--- src/rtl/toggle_hs_rx.sv ---
// Receiver for a two-phase (toggle) req/ack link: synchronises req_t, captures data_in into a 2-entry FIFO, answers on ack_t.
// Optional word parity checking is enabled by defining TOGGLE_HS_RX_PARITY_EN.
module toggle_hs_rx #(
    parameter int DATA_W      = 8,
    parameter int SYNC_STAGES = 2,
    parameter int CNT_W       = 16
) (
    input  logic              clk,
    input  logic              rst,
    input  logic              req_t,
    input  logic [DATA_W-1:0] data_in,
    input  logic              par_in,
    output logic              ack_t,
    output logic              out_valid,
    output logic [DATA_W-1:0] out_data,
    input  logic              out_ready,
    output logic [CNT_W-1:0]  xfer_cnt,
    output logic              par_err
);

    typedef enum logic {
        ST_IDLE = 1'b0,
        ST_HOLD = 1'b1
    } state_t;

    state_t r_state;
    state_t w_state_next;

    logic [SYNC_STAGES-1:0] r_sync;
    logic                   r_req_seen;
    logic                   r_ack_t;
    logic [CNT_W-1:0]       r_xfer_cnt;
    logic [DATA_W-1:0]      r_mem [2];
    logic                   r_rd_ptr;
    logic                   r_wr_ptr;
    logic [1:0]             r_count;

    logic w_req_s;
    logic w_edge;
    logic w_pop;
    logic w_space;
    logic w_bad;
    logic w_capture;
    logic w_push;

    always_ff @(posedge clk) begin
        if (!rst) begin
            r_sync <= '0;
        end else begin
            r_sync <= {r_sync[SYNC_STAGES-2:0], req_t};
        end
    end

    assign w_req_s = r_sync[SYNC_STAGES-1];
    assign w_edge  = w_req_s ^ r_req_seen;

    assign out_valid = (r_count != 2'd0);
    assign out_data  = r_mem[r_rd_ptr];
    assign w_pop     = out_valid & out_ready;
    // A pop in the same cycle frees a slot, so a full buffer can still accept.
    assign w_space   = (r_count < 2'd2) | w_pop;

`ifdef TOGGLE_HS_RX_PARITY_EN
    logic r_par_err;

    assign w_bad   = ^{data_in, par_in};
    assign par_err = r_par_err;

    always_ff @(posedge clk) begin
        if (!rst) begin
            r_par_err <= 1'b0;
        end else if (w_capture && w_bad) begin
            r_par_err <= 1'b1;
        end
    end
`else
    logic w_unused_par;

    assign w_unused_par = par_in;
    assign w_bad        = 1'b0;
    assign par_err      = 1'b0;
`endif

    // Bad-parity words are dropped but still acknowledged, so they never wait for space.
    always_comb begin
        w_state_next = r_state;
        w_capture    = 1'b0;
        case (r_state)
            ST_IDLE: begin
                if (w_edge) begin
                    if (w_space || w_bad) begin
                        w_capture = 1'b1;
                    end else begin
                        w_state_next = ST_HOLD;
                    end
                end
            end
            ST_HOLD: begin
                if (!w_edge) begin
                    w_state_next = ST_IDLE;
                end else if (w_space || w_bad) begin
                    w_capture    = 1'b1;
                    w_state_next = ST_IDLE;
                end
            end
            default: w_state_next = ST_IDLE;
        endcase
    end

    assign w_push = w_capture & ~w_bad;

    always_ff @(posedge clk) begin
        if (!rst) begin
            r_state    <= ST_IDLE;
            r_req_seen <= 1'b0;
            r_ack_t    <= 1'b0;
            r_xfer_cnt <= '0;
            r_rd_ptr   <= 1'b0;
            r_wr_ptr   <= 1'b0;
            r_count    <= 2'd0;
            r_mem[0]   <= '0;
            r_mem[1]   <= '0;
        end else begin
            r_state <= w_state_next;
            if (w_capture) begin
                r_ack_t    <= ~r_ack_t;
                r_req_seen <= w_req_s;
            end
            if (w_push) begin
                r_mem[r_wr_ptr] <= data_in;
                r_wr_ptr        <= ~r_wr_ptr;
                r_xfer_cnt      <= r_xfer_cnt + 1'b1;
            end
            if (w_pop) begin
                r_rd_ptr <= ~r_rd_ptr;
            end
            case ({w_push, w_pop})
                2'b10:   r_count <= r_count + 2'd1;
                2'b01:   r_count <= r_count - 2'd1;
                default: r_count <= r_count;
            endcase
        end
    end

    assign ack_t    = r_ack_t;
    assign xfer_cnt = r_xfer_cnt;

endmodule

--- config.mk ---
export PLATFORM = sky130hd
export DESIGN_NAME = toggle_hs_rx
export DESIGN_NICKNAME = d
export VERILOG_FILES = /design/src/rtl/toggle_hs_rx.sv
export SDC_FILE = /design/constraint.sdc
export NUM_CORES = 1
export LEC_CHECK = 0
export BUFFER_PORTS_ARGS = -buffer_cell sky130_fd_sc_hd__buf_2
export CAP_MARGIN = 15
export CORE_MARGIN = 10
export CORE_UTILIZATION = 37
export CTS_CLUSTER_SIZE = 14
export DETAILED_ROUTE_END_ITERATION = 6
export SYNTH_ARGS = -nofsm -noshare
export SYNTH_HDL_FRONTEND = slang
export SYNTH_SLANG_ARGS = --single-unit
--- constraint.sdc ---
create_clock -name clk -period 5 [get_ports clk]
set_clock_uncertainty 0.15 [all_clocks]
set_input_delay 0.25 -clock clk [delete_from_list [all_inputs] [get_ports clk]]
set_output_delay 0.25 -clock clk [all_outputs]
set_load 0.02 [all_outputs]
==> results.tsv, run 1 <==
stage	metric	value	unit
worst_setup_path	worstRegToRegCells	4	
cells_and_area	seq_area	981	um2
synth	yosysWarnings	0	
place	port_buffers	37	
synth	ys_ff_latch	41	
synth	syn_avg_cell_area	10.6	um2
worst_setup_path	max_stage_delay	520	ps
cts	numCtsBuffers	5	
detailed_routing	num_vias	1270	
floorplan	die_w	89.3	um
worst_setup_path	timing.rr.start	r_count[1]	
pwr	clockPowerShare	35.0	%
grt	grt_use_met1	10.4	%
cts	cts_hold_buf	0	
floorplan	pin_count	40	
detailed_routing	wl_per_cell	13.8	um
cells_and_area	layout_common_cells	37 x buf_2, 25 x dfxtp_1, 19 x and2_1, 16 x edfxtp_1, 14 x nor2_1	
floorplan	fp-row-count	25	
grt	overflow	0	
pwr	pwr_density_cell	374	nW/um2
timing	setup_viol_count_final	0	
timing	rsz0062_at_grt	no	
synth	netlist_instances	167	
run_status	status	finished clean	
timing	finalMaxSlewViolations	0	
place	placed_cell_area	1990	um2
grt	use_met2	15.4	%
timing	max_slew_margin	50.8	%
cts	cts.sinks	41	
place	place.gp.congestion	0.740	
synth	yosys.area.top_type_share	28.2	%
worst_setup_path	critPathRequiredTime	4820	ps
min_path	min_path_type	in -> reg	
place	dpl_worst_slack	2620	ps
floorplan	die_h	89.3	um
cells_and_area	fillCellCount	444	
pwr	power_leakage	0.837	nW
pwr	seqPwrFrac	48.8	%
timing	finalCritPeriodShare	47.0	%
synth	syn_area	1780	um2
cells_and_area	fin_area	2110	um2
synth	synth_xor_area_share	6.41	%
worst_setup_path	reg2reg_to	r_mem[1][7]	
cells_and_area	drive_gt1_share	26.8	%
detailed_routing	drt_wl_total	3.58	mm
cells_and_area	diodes	0	
worst_setup_path	cp.arrival	2170	ps
cells_and_area	final_common_cell	buf_2	
job	cap_violations	0	
synth	seq_area_frac_synth	55.2	%
synth	synthAdderAreaFrac	1.41	%
pwr	finalPower	0.791	mW
cts	ctsResizeCount	0	
pwr	ir_drop	0.164	mV
cts	h-tree-depth	2	
detailed_routing	drc	0	
grt	grt_pass1_vias	1310	
synth	yosys.area.top_type	dfxtp_1	
min_path	holdPathEnd	r_sync[0]	
timing	worstMarginPinSlew	738	ps
synth	synth_compound_area_share	6.06	%
synth	muxShareOfSynthArea	5.63	%
worst_setup_path	r2r_slack	2650	ps
place	hpwlAfterDp	2.55	mm
cts	cts_tree	done	
grt	antenna_found_initial	0	
worst_setup_path	endpoint_kind	flop	
detailed_routing	drt_iter0_markers	40	
synth	synth_cell_types	32	
grt	busiest_layer	met2	
timing	setup_tns	0	ps
synth	synthesis.nets	182	
grt	grt_max_degree	25	
floorplan	core	4690	um2
pwr	p_int	0.594	mW
synth	synth_top_family_by_area	simple AND/OR/NAND/NOR gates	
timing	timing.final.ws_setup	2650	ps
cts	cts_root_buffer	clkbuf_8	
pwr	p_sw	0.197	mW
detailed_routing	ant_nets	0	
cells_and_area	finalNetCount	219	
worst_setup_path	start_kind	flop	
worst_setup_path	slowest_stage	nor2b_1	
cells_and_area	multiInputGateArea	746	um2
cts	path_clk_slew	80	ps
detailed_routing	viasPerCell	4.90	
floorplan	dieArea	7970	um2
cells_and_area	area_delta_synth_final	19.0	%
min_path	min_from	req_t	
floorplan	start_util	37.9	%
grt	met3_usage	4.47	%
timing	final.min_clock_period	2350	ps
worst_setup_path	crit_type	reg -> reg	
synth	synthSimpleGateAreaFrac	22.3	%
grt	grt_use_total	9.41	%
worst_setup_path	path_max_fanout	9	
pwr	combPwrFrac	16.2	%
cts	cts_setup_buffers	0	
timing	hold_violations	0	
pwr	sw_frac_of_total	24.9	%
timing	timing.fmax	426	MHz
cts	insertion_delay	290	ps
grt	grt_pass1_wl	5.80	mm
synth	synth_area_leaders	dfxtp_1 28%, edfxtp_1 27%, and2_1 6.7%	
worst_setup_path	worstPathCellList	nor2b_1 > nor2_1 > and3_1 > nand2b_1	
min_path	hold_depth	2	
detailed_routing	drt_pass1_iterations	4	
cts	clockBufferDepth	2	
## critical path, delay by kind of cell, from the launching register on
family,cells,cell delay (ps)
AND/OR/NAND/NOR,4,1510
flip-flops,1,350
## routing by layer
| metal | vias up | wire length (um) |
|---|---|---|
| met2 | 30 | 1650 |
| met5 | - | 0 |
| met4 | 0 | 36 |
| met1 | 577 | 1650 |
| li1 | 659 | - |
| met3 | 4 | 247 |
## cell usage after synthesis
cell      number
o21ai_0        7
xor2_1         2
xnor2_1       11
or2_2          1
mux2_2         8
nor3_1         2
nor4_1         2
inv_1          2
nand3_1        5
and4_1         1
nand4_1        4
dfxtp_1       25
nand2_1        6
nor2_1        14
or4_1          3
o31ai_1        3
mux2i_1        1
conb_1         1
nand2b_1       1
ha_1           2
and3_1         2
and2_1        19
nor2b_1        1
edfxtp_1      16
clkbuf_1       5
or3_1          8
nor3b_1        1
buf_4          1
buf_6          1
a21oi_1       10
buf_2          1
nor4b_1        1
## cells by family (layout without fill, tap and decap cells)
group,Yosys count,in the layout
AOI/OAI and AO/OA,20,20
xor gates and xnor gates,13,13
DFF,41,41
adders and majority gates,2,2
other,1,1
buffers and inverters,10,48
and+or+nand+nor,71,71
muxes,9,9
## worst max path at each step
stage	from	to	slack, ps	cells after the start
floorplan	r_count[1]	r_mem[0][0]	2820	5
global placement	r_count[1]	r_mem[1][5]	2590	4
detailed placement	r_count[1]	r_mem[1][5]	2620	4
CTS	r_count[1]	r_mem[1][7]	2600	4
global route	r_count[1]	r_mem[1][0]	2440	4
finish	r_count[1]	r_mem[1][7]	2650	4
## power groups by stage
stage | Sequential [mW] | Combinational (mW) | Clock, mW
finish | 0.386 | 0.128 | 0.277
global route | 0.391 | 0.141 | 0.299
CTS | 0.388 | 0.130 | 0.286
detailed placement | 0.395 | 0.129 | 0
global placement | 0.395 | 0.128 | 0
floorplan | 0.388 | 0.0998 | 0
## through the flow
step,hold WS (ps),instances,util (%)
floorplan,222,167,-
global placement,265,251,42.5
detailed placement,270,251,42.5
CTS,10.9,259,45.1
global route,27.1,259,45.1
finish,17.4,259,45.1
## cell type report
cell class | count | share of cell area (%)
Sequential cell | 41 | 46.4
Inverter | 2 | 0.355
Tap cell | 54 | 3.20
Clock buffer | 7 | 4.26
Clock inverter | 1 | 1.42
Timing Repair Buffer | 38 | 9.11
Multi-Input combinational cell | 116 | 35.3
## flip-flops by register name (all words and copies together) (netlist names), named ones only
register,flops
r_mem,16
r_sync,2
r_count,2
r_req_seen,1
r_rd_ptr,1
r_wr_ptr,1
xfer_cnt,16
ack_t,1
Note: power is estimated with default switching activity, not from simulation.
==> inputs of run 2 (changes only) <==
clock period = 2.37 ns   (was 5 ns; I/O delays follow)
==> results.tsv, run 2 (synthesis results as in run 1) <==
stage	metric	value	unit	change
cells_and_area	final_common_cell	buf_2		
cells_and_area	fin_area	2220	um2	+5.2%
timing	final.min_clock_period	2130	ps	-219 ps
place	place.gp.congestion	0.709		-4.2%
floorplan	start_util	37.9	%	unchanged
worst_setup_path	endpoint_kind	flop		
cts	cts_tree	done		
detailed_routing	drt_wl_total	3.68	mm	+2.9%
cts	insertion_delay	290	ps	about the same
place	dp_cells	256		+2.0%
cts	ctsResizeCount	0		unchanged
detailed_routing	wl_per_cell	13.4	um	-3.1%
worst_setup_path	critPathRequiredTime	2450	ps	-2370 ps
cts	clockBufferDepth	2		unchanged
place	placed_cell_area	2030	um2	+1.9%
pwr	finalPower	1.54	mW	+94%
worst_setup_path	reg2reg_to	r_count[1]		
cts	cts_setup_buffers	0		unchanged
floorplan	core	4690	um2	unchanged
worst_setup_path	crit_type	reg -> reg		
worst_setup_path	start_kind	flop		
min_path	hold_depth	4		+2
grt	antenna_found_initial	0		unchanged
cells_and_area	diodes	0		unchanged
timing	hold_violations	0		unchanged
cells_and_area	finalNetCount	235		+7.3%
pwr	pwr_density_cell	692	nW/um2	+85%
floorplan	die_h	89.3	um	unchanged
detailed_routing	viasPerCell	4.84		-1.3%
worst_setup_path	worstRegToRegCells	6		+2
floorplan	pin_count	40		unchanged
detailed_routing	num_vias	1331		+4.8%
timing	setup_tns	0	ps	unchanged
min_path	holdPathEnd	r_rd_ptr		
cells_and_area	drive_gt1_share	26.7	%	-0.13 points
cts	cts.sinks	41		unchanged
timing	finalCritPeriodShare	89.9	%	+43 points
detailed_routing	drt_iter0_markers	47		+18%
grt	grt_max_degree	25		unchanged
worst_setup_path	cp.arrival	2210	ps	+40 ps
worst_setup_path	timing.rr.start	r_req_seen		
run_status	status	finished clean		
grt	grt_pass1_wl	5.98	mm	+3.1%
place	port_buffers	37		unchanged
grt	grt_use_total	9.69	%	+0.28 points
cts	path_clk_slew	80	ps	about the same
floorplan	dieArea	7970	um2	unchanged
cts	h-tree-depth	2		unchanged
job	cap_violations	0		unchanged
min_path	min_path_type	in -> reg		
min_path	min_from	out_ready		
pwr	ir_drop	0.334	mV	+100%
timing	finalMaxSlewViolations	0		unchanged
cts	cts_root_buffer	clkbuf_8		
timing	timing.fmax	470	MHz	+10%
floorplan	die_w	89.3	um	unchanged
worst_setup_path	crit_start	r_req_seen		
grt	overflow	0		unchanged
cts	numCtsBuffers	5		unchanged
place	hpwlAfterDp	2.63	mm	+2.9%
timing	setup_viol_count_final	0		unchanged
worst_setup_path	r2r_slack	240	ps	-2410 ps
detailed_routing	ant_nets	0		unchanged
cells_and_area	stdcell_count	275		+6.2%
detailed_routing	drc	0		unchanged
cells_and_area	area_delta_synth_final	25.2	%	
pwr	power_leakage	0.893	nW	+6.8%
grt	grt_pass1_vias	1289		-1.6%
cells_and_area	layout_common_cells	37 x buf_2, 25 x dfxtp_1, 19 x and2_1, 16 x edfxtp_1, 14 x nor2_1		
cts	cts_hold_buf	11		+11
timing	worstMarginPinSlew	565	ps	-172 ps
floorplan	fp-row-count	25		unchanged
detailed_routing	drt_pass1_iterations	4		unchanged
worst_setup_path	path_max_fanout	8		-1
timing	max_slew_margin	62.0	%	+11 points
timing	rsz0062_at_grt	no		
## run 2: worst max path at each step
stage	endpoint	slack [ps]	depth (start not counted)
floorplan	r_mem[0][0]	190	5
global placement	r_count[1]	310	6
detailed placement	r_count[1]	250	6
CTS	r_count[1]	230	6
global route	r_count[1]	70	6
finish	r_count[1]	240	6
## run 2: critical path, stage by stage (launching register included)
cell	delay, ps
dfxtp_1	330
xnor2_1	480
nor2_1	180
inv_1	150
ha_1	270
or3_1	350
a21oi_1	140
## run 2: cell type report
class	instances	area, um2
clock inverters	2	10.0
flip-flops and latches	41	981
repair buffers	54	340
multi-input cells	116	746
inverters	2	7.51
clock buffers	6	72.6
fillers	476	2470
well taps	54	67.6
## run 2: report_power, final
group / switching [mW] / total [mW] / internal, mW
Sequential: 0.0379 / 0.817 / 0.779
Combinational: 0.153 / 0.292 / 0.139
Clock: 0.226 / 0.430 / 0.204
Total: 0.417 / 1.54 / 1.12
## run 2: per-stage QoR
| step | hold slack (ps) | setup slack, ps | util, % |
|---|---|---|---|
| after global placement | 187 | 306 | 43.3 |
| after floorplan | 90.2 | 187 | - |
| final | 102 | 241 | 47.4 |
| after global routing | 142 | 71.3 | 47.4 |
| after detailed placement | 189 | 251 | 43.3 |
| after CTS | 103 | 230 | 47.4 |
## run 2: metal layers
layer / share of wire [%] / wire length, um / vias to the layer above / track usage [%]
li1: - / - / 689 / -
met1: 45 / 1650 / 610 / 11.2
met3: 8.7 / 320 / 2 / 4.83
met4: 0.68 / 25 / 0 / 3.47
met5: 0 / 0 / - / 0
met2: 46 / 1690 / 30 / 15.2
==> inputs of run 3 (changes only) <==
ABC_AREA = 1   (was unset)
HOLD_SLACK_MARGIN = 0.1   (was unset)
==> results.tsv, run 3 <==
stage	metric	value	unit	change
run_status	status	finished clean		
synth	ys_async_sr_fraction	0	%	unchanged
cts	cts_setup_buffers	0		unchanged
synth	yosysWarnings	0		unchanged
worst_setup_path	max_stage_delay	520	ps	+40 ps
grt	met3_usage	3.79	%	-1.0 points
timing	finalMaxSlewViolations	0		unchanged
grt	grt_pass1_vias	1567		+22%
detailed_routing	ant_nets	0		unchanged
worst_setup_path	endpoint_kind	flop		
cts	clockBufferDepth	2		unchanged
timing	final.min_clock_period	1920	ps	-208 ps
detailed_routing	num_vias	1587		+19%
grt	grt_use_total	9.51	%	-0.17 points
floorplan	die_h	92.8	um	+3.9%
worst_setup_path	worstPathCellList	dlygate4sd3_1 > buf_2 > inv_1 > nand2_2 > nand2_2 > nor2_4 > nand3_4 > nand2_1		
cells_and_area	area_delta_synth_final	23.4	%	
pwr	p_sw	0.392	mW	-6.0%
pwr	power_leakage	1.14	nW	+28%
min_path	hold_depth	2		-2
worst_setup_path	timing.rr.start	r_req_seen		
cells_and_area	final_common_cell	nand2_1		
grt	antenna_found_initial	0		unchanged
worst_setup_path	path_buf_inv	3		+2
floorplan	pin_count	40		unchanged
worst_setup_path	reg2reg_to	r_mem[1][1]		
detailed_routing	wl_per_cell	11.1	um	-17%
pwr	seqPwrFrac	51.0	%	-2.1 points
synth	syn_avg_cell_area	8.20	um2	-23%
job	cap_violations	0		unchanged
detailed_routing	drc	0		unchanged
floorplan	dieArea	8610	um2	+8.0%
synth	synth_cell_types	25		-22%
cts	insertion_delay	280	ps	about the same
detailed_routing	drt_pass1_iterations	4		unchanged
synth	synth_edf_count	16		unchanged
floorplan	fp-row-count	26		+4.0%
place	port_buffers	37		unchanged
cts	ctsResizeCount	0		unchanged
worst_setup_path	crit_top_cell	nand2_2		
cells_and_area	drive_gt1_share	22.4	%	-4.3 points
synth	synth_area_leaders	dfxtp_1 26%, edfxtp_1 25%, nand2_1 8.6%		
timing	timing.fmax	521	MHz	+11%
floorplan	start_util	38.4	%	+0.52 points
grt	use_met2	15.4	%	+0.24 points
floorplan	die_w	92.8	um	+3.9%
place	hpwlAfterDp	2.87	mm	+9.2%
floorplan	core	5110	um2	+8.9%
cts	cts_tree	done		
worst_setup_path	worstRegToRegCells	6		unchanged
pwr	finalPower	1.57	mW	+1.7%
worst_setup_path	cp.arrival	1720	ps	-490 ps
timing	setup_viol_count_final	0		unchanged
grt	busiest_layer	met2		
cts	cts_hold_buf	11		unchanged
grt	grt_pass1_wl	6.91	mm	+16%
pwr	ir_drop	0.273	mV	-18%
worst_setup_path	r2r_slack	580	ps	+340 ps
cts	cts_root_buffer	clkbuf_8		
timing	setup_tns	0	ps	unchanged
grt	grt_max_degree	24		-4.0%
worst_setup_path	crit_type	in -> reg		
synth	yosys.area.top_type_share	25.5	%	-2.6 points
timing	finalCritPeriodShare	81.1	%	-8.8 points
timing	rsz0062_at_grt	no		
pwr	sw_frac_of_total	25.0	%	-2.1 points
place	place.gp.congestion	0.748		+5.5%
synth	syn_area	1960	um2	+10%
worst_setup_path	slowest_stage	dlygate4sd3_1		
timing	hold_violations	0		unchanged
synth	yosys-top-cells-count	45 x nand2_1, 44 x nor2_1, 36 x inv_1		
cts	cts.sinks	41		unchanged
cells_and_area	layout_common_cells	45 x nand2_1, 44 x nor2_1, 37 x buf_2, 36 x inv_1, 25 x dfxtp_1		
synth	seq_area_frac_synth	50.0	%	-5.2 points
min_path	holdPathEnd	r_sync[1]		
pwr	pwr_density_cell	647	nW/um2	-6.5%
detailed_routing	viasPerCell	4.41		-8.9%
grt	grt_use_met1	11.5	%	+0.34 points
cells_and_area	diodes	0		unchanged
cts	h-tree-depth	2		unchanged
worst_setup_path	start_kind	input port		
detailed_routing	drt_wl_total	3.99	mm	+8.2%
synth	synthesis.nets	254		+40%
cts	numCtsBuffers	5		unchanged
detailed_routing	drt_iter0_markers	53		+13%
cells_and_area	finalNetCount	304		+29%
synth	ys.flop_type	dfxtp_1		
synth	yosys.area.top_type	dfxtp_1		
worst_setup_path	cpLargestDelayFamily	simple AND/OR/NAND/NOR gates		
pwr	clockPowerShare	34.2	%	+6.3 points
min_path	min_from	r_sync[0]		
synth	synth.most_common_cell	nand2_1		
min_path	min_path_type	reg -> reg		
synth	ys_ff_latch	41		unchanged
pwr	combPwrFrac	14.8	%	-4.2 points
cells_and_area	fillCellCount	529		+11%
synth	netlist_instances	239		+43%
pwr	p_int	1.17	mW	+4.6%
worst_setup_path	path_max_fanout	10		+2
cts	path_clk_slew	80	ps	about the same
grt	overflow	0		unchanged
worst_setup_path	critPathRequiredTime	2170	ps	-280 ps
[run 3: area by class of cell]
type / count / area (um2) / area share (%)
Timing Repair Buffer: 49 / 303 / 12.5
Inverter: 37 / 139 / 5.74
Clock inverter: 2 / 33.8 / 1.40
Tap cell: 70 / 87.6 / 3.62
Clock buffer: 6 / 72.6 / 3.00
Sequential cell: 41 / 981 / 40.5
Multi-Input combinational cell: 155 / 803 / 33.2
[run 3: power by group through the flow]
stage	logic (mW)	registers, mW	clock network (mW)
after CTS	0.238	0.799	0.551
after detailed placement	0.222	0.815	0
after global routing	0.261	0.804	0.583
after global placement	0.218	0.814	0
final	0.232	0.798	0.535
after floorplan	0.168	0.808	0
[run 3: how the worst max path moves through the flow]
stage	startpoint	endpoint	slack [ps]	depth (start not counted)
floorplan	r_req_seen	r_count[1]	730	9
global placement	r_sync[1]	r_mem[1][1]	580	6
detailed placement	r_req_seen	r_mem[1][1]	560	6
CTS	out_ready	r_mem[1][1]	420	8
global route	out_ready	r_mem[1][1]	260	8
finish	out_ready	r_mem[1][1]	450	8
[run 3: routing by layer]
layer,share of wire (%),vias up
li1,-,854
met1,49,692
met2,44,37
met3,6.5,4
met4,0.90,0
met5,0,-
[run 3: cells by family after synthesis]
group	count (synthesis)	share of synthesized area, %
flip-flops	41	50.0
adder cells (fa/ha/maj)	2	1.28
AND/OR/NAND/NOR	123	29.2
buffers and inverters	43	9.00
other	1	0.191
multiplexers	8	4.59
AO/OA/AOI/OAI	21	5.74
[run 3: metrics by stage]
stage | util [%] | setup WS [ps] | area, um2 | hold WS, ps | cells
6_report | 47.4 | 449 | 2420 | 267 | 360
5_1_grt | 47.4 | 255 | 2420 | 304 | 360
4_1_cts | 47.4 | 424 | 2420 | 273 | 360
3_5_place_dp | 43.1 | 565 | 2200 | 163 | 341
3_3_place_gp | 43.1 | 584 | 2200 | 157 | 341
2_1_floorplan | - | 726 | 1960 | 66.1 | 239
[run 3: worst min-delay path, cell delays in order (launching register included)]
cell,delay (ps)
dfxtp_1,310
nand2_1,50
inv_1,40
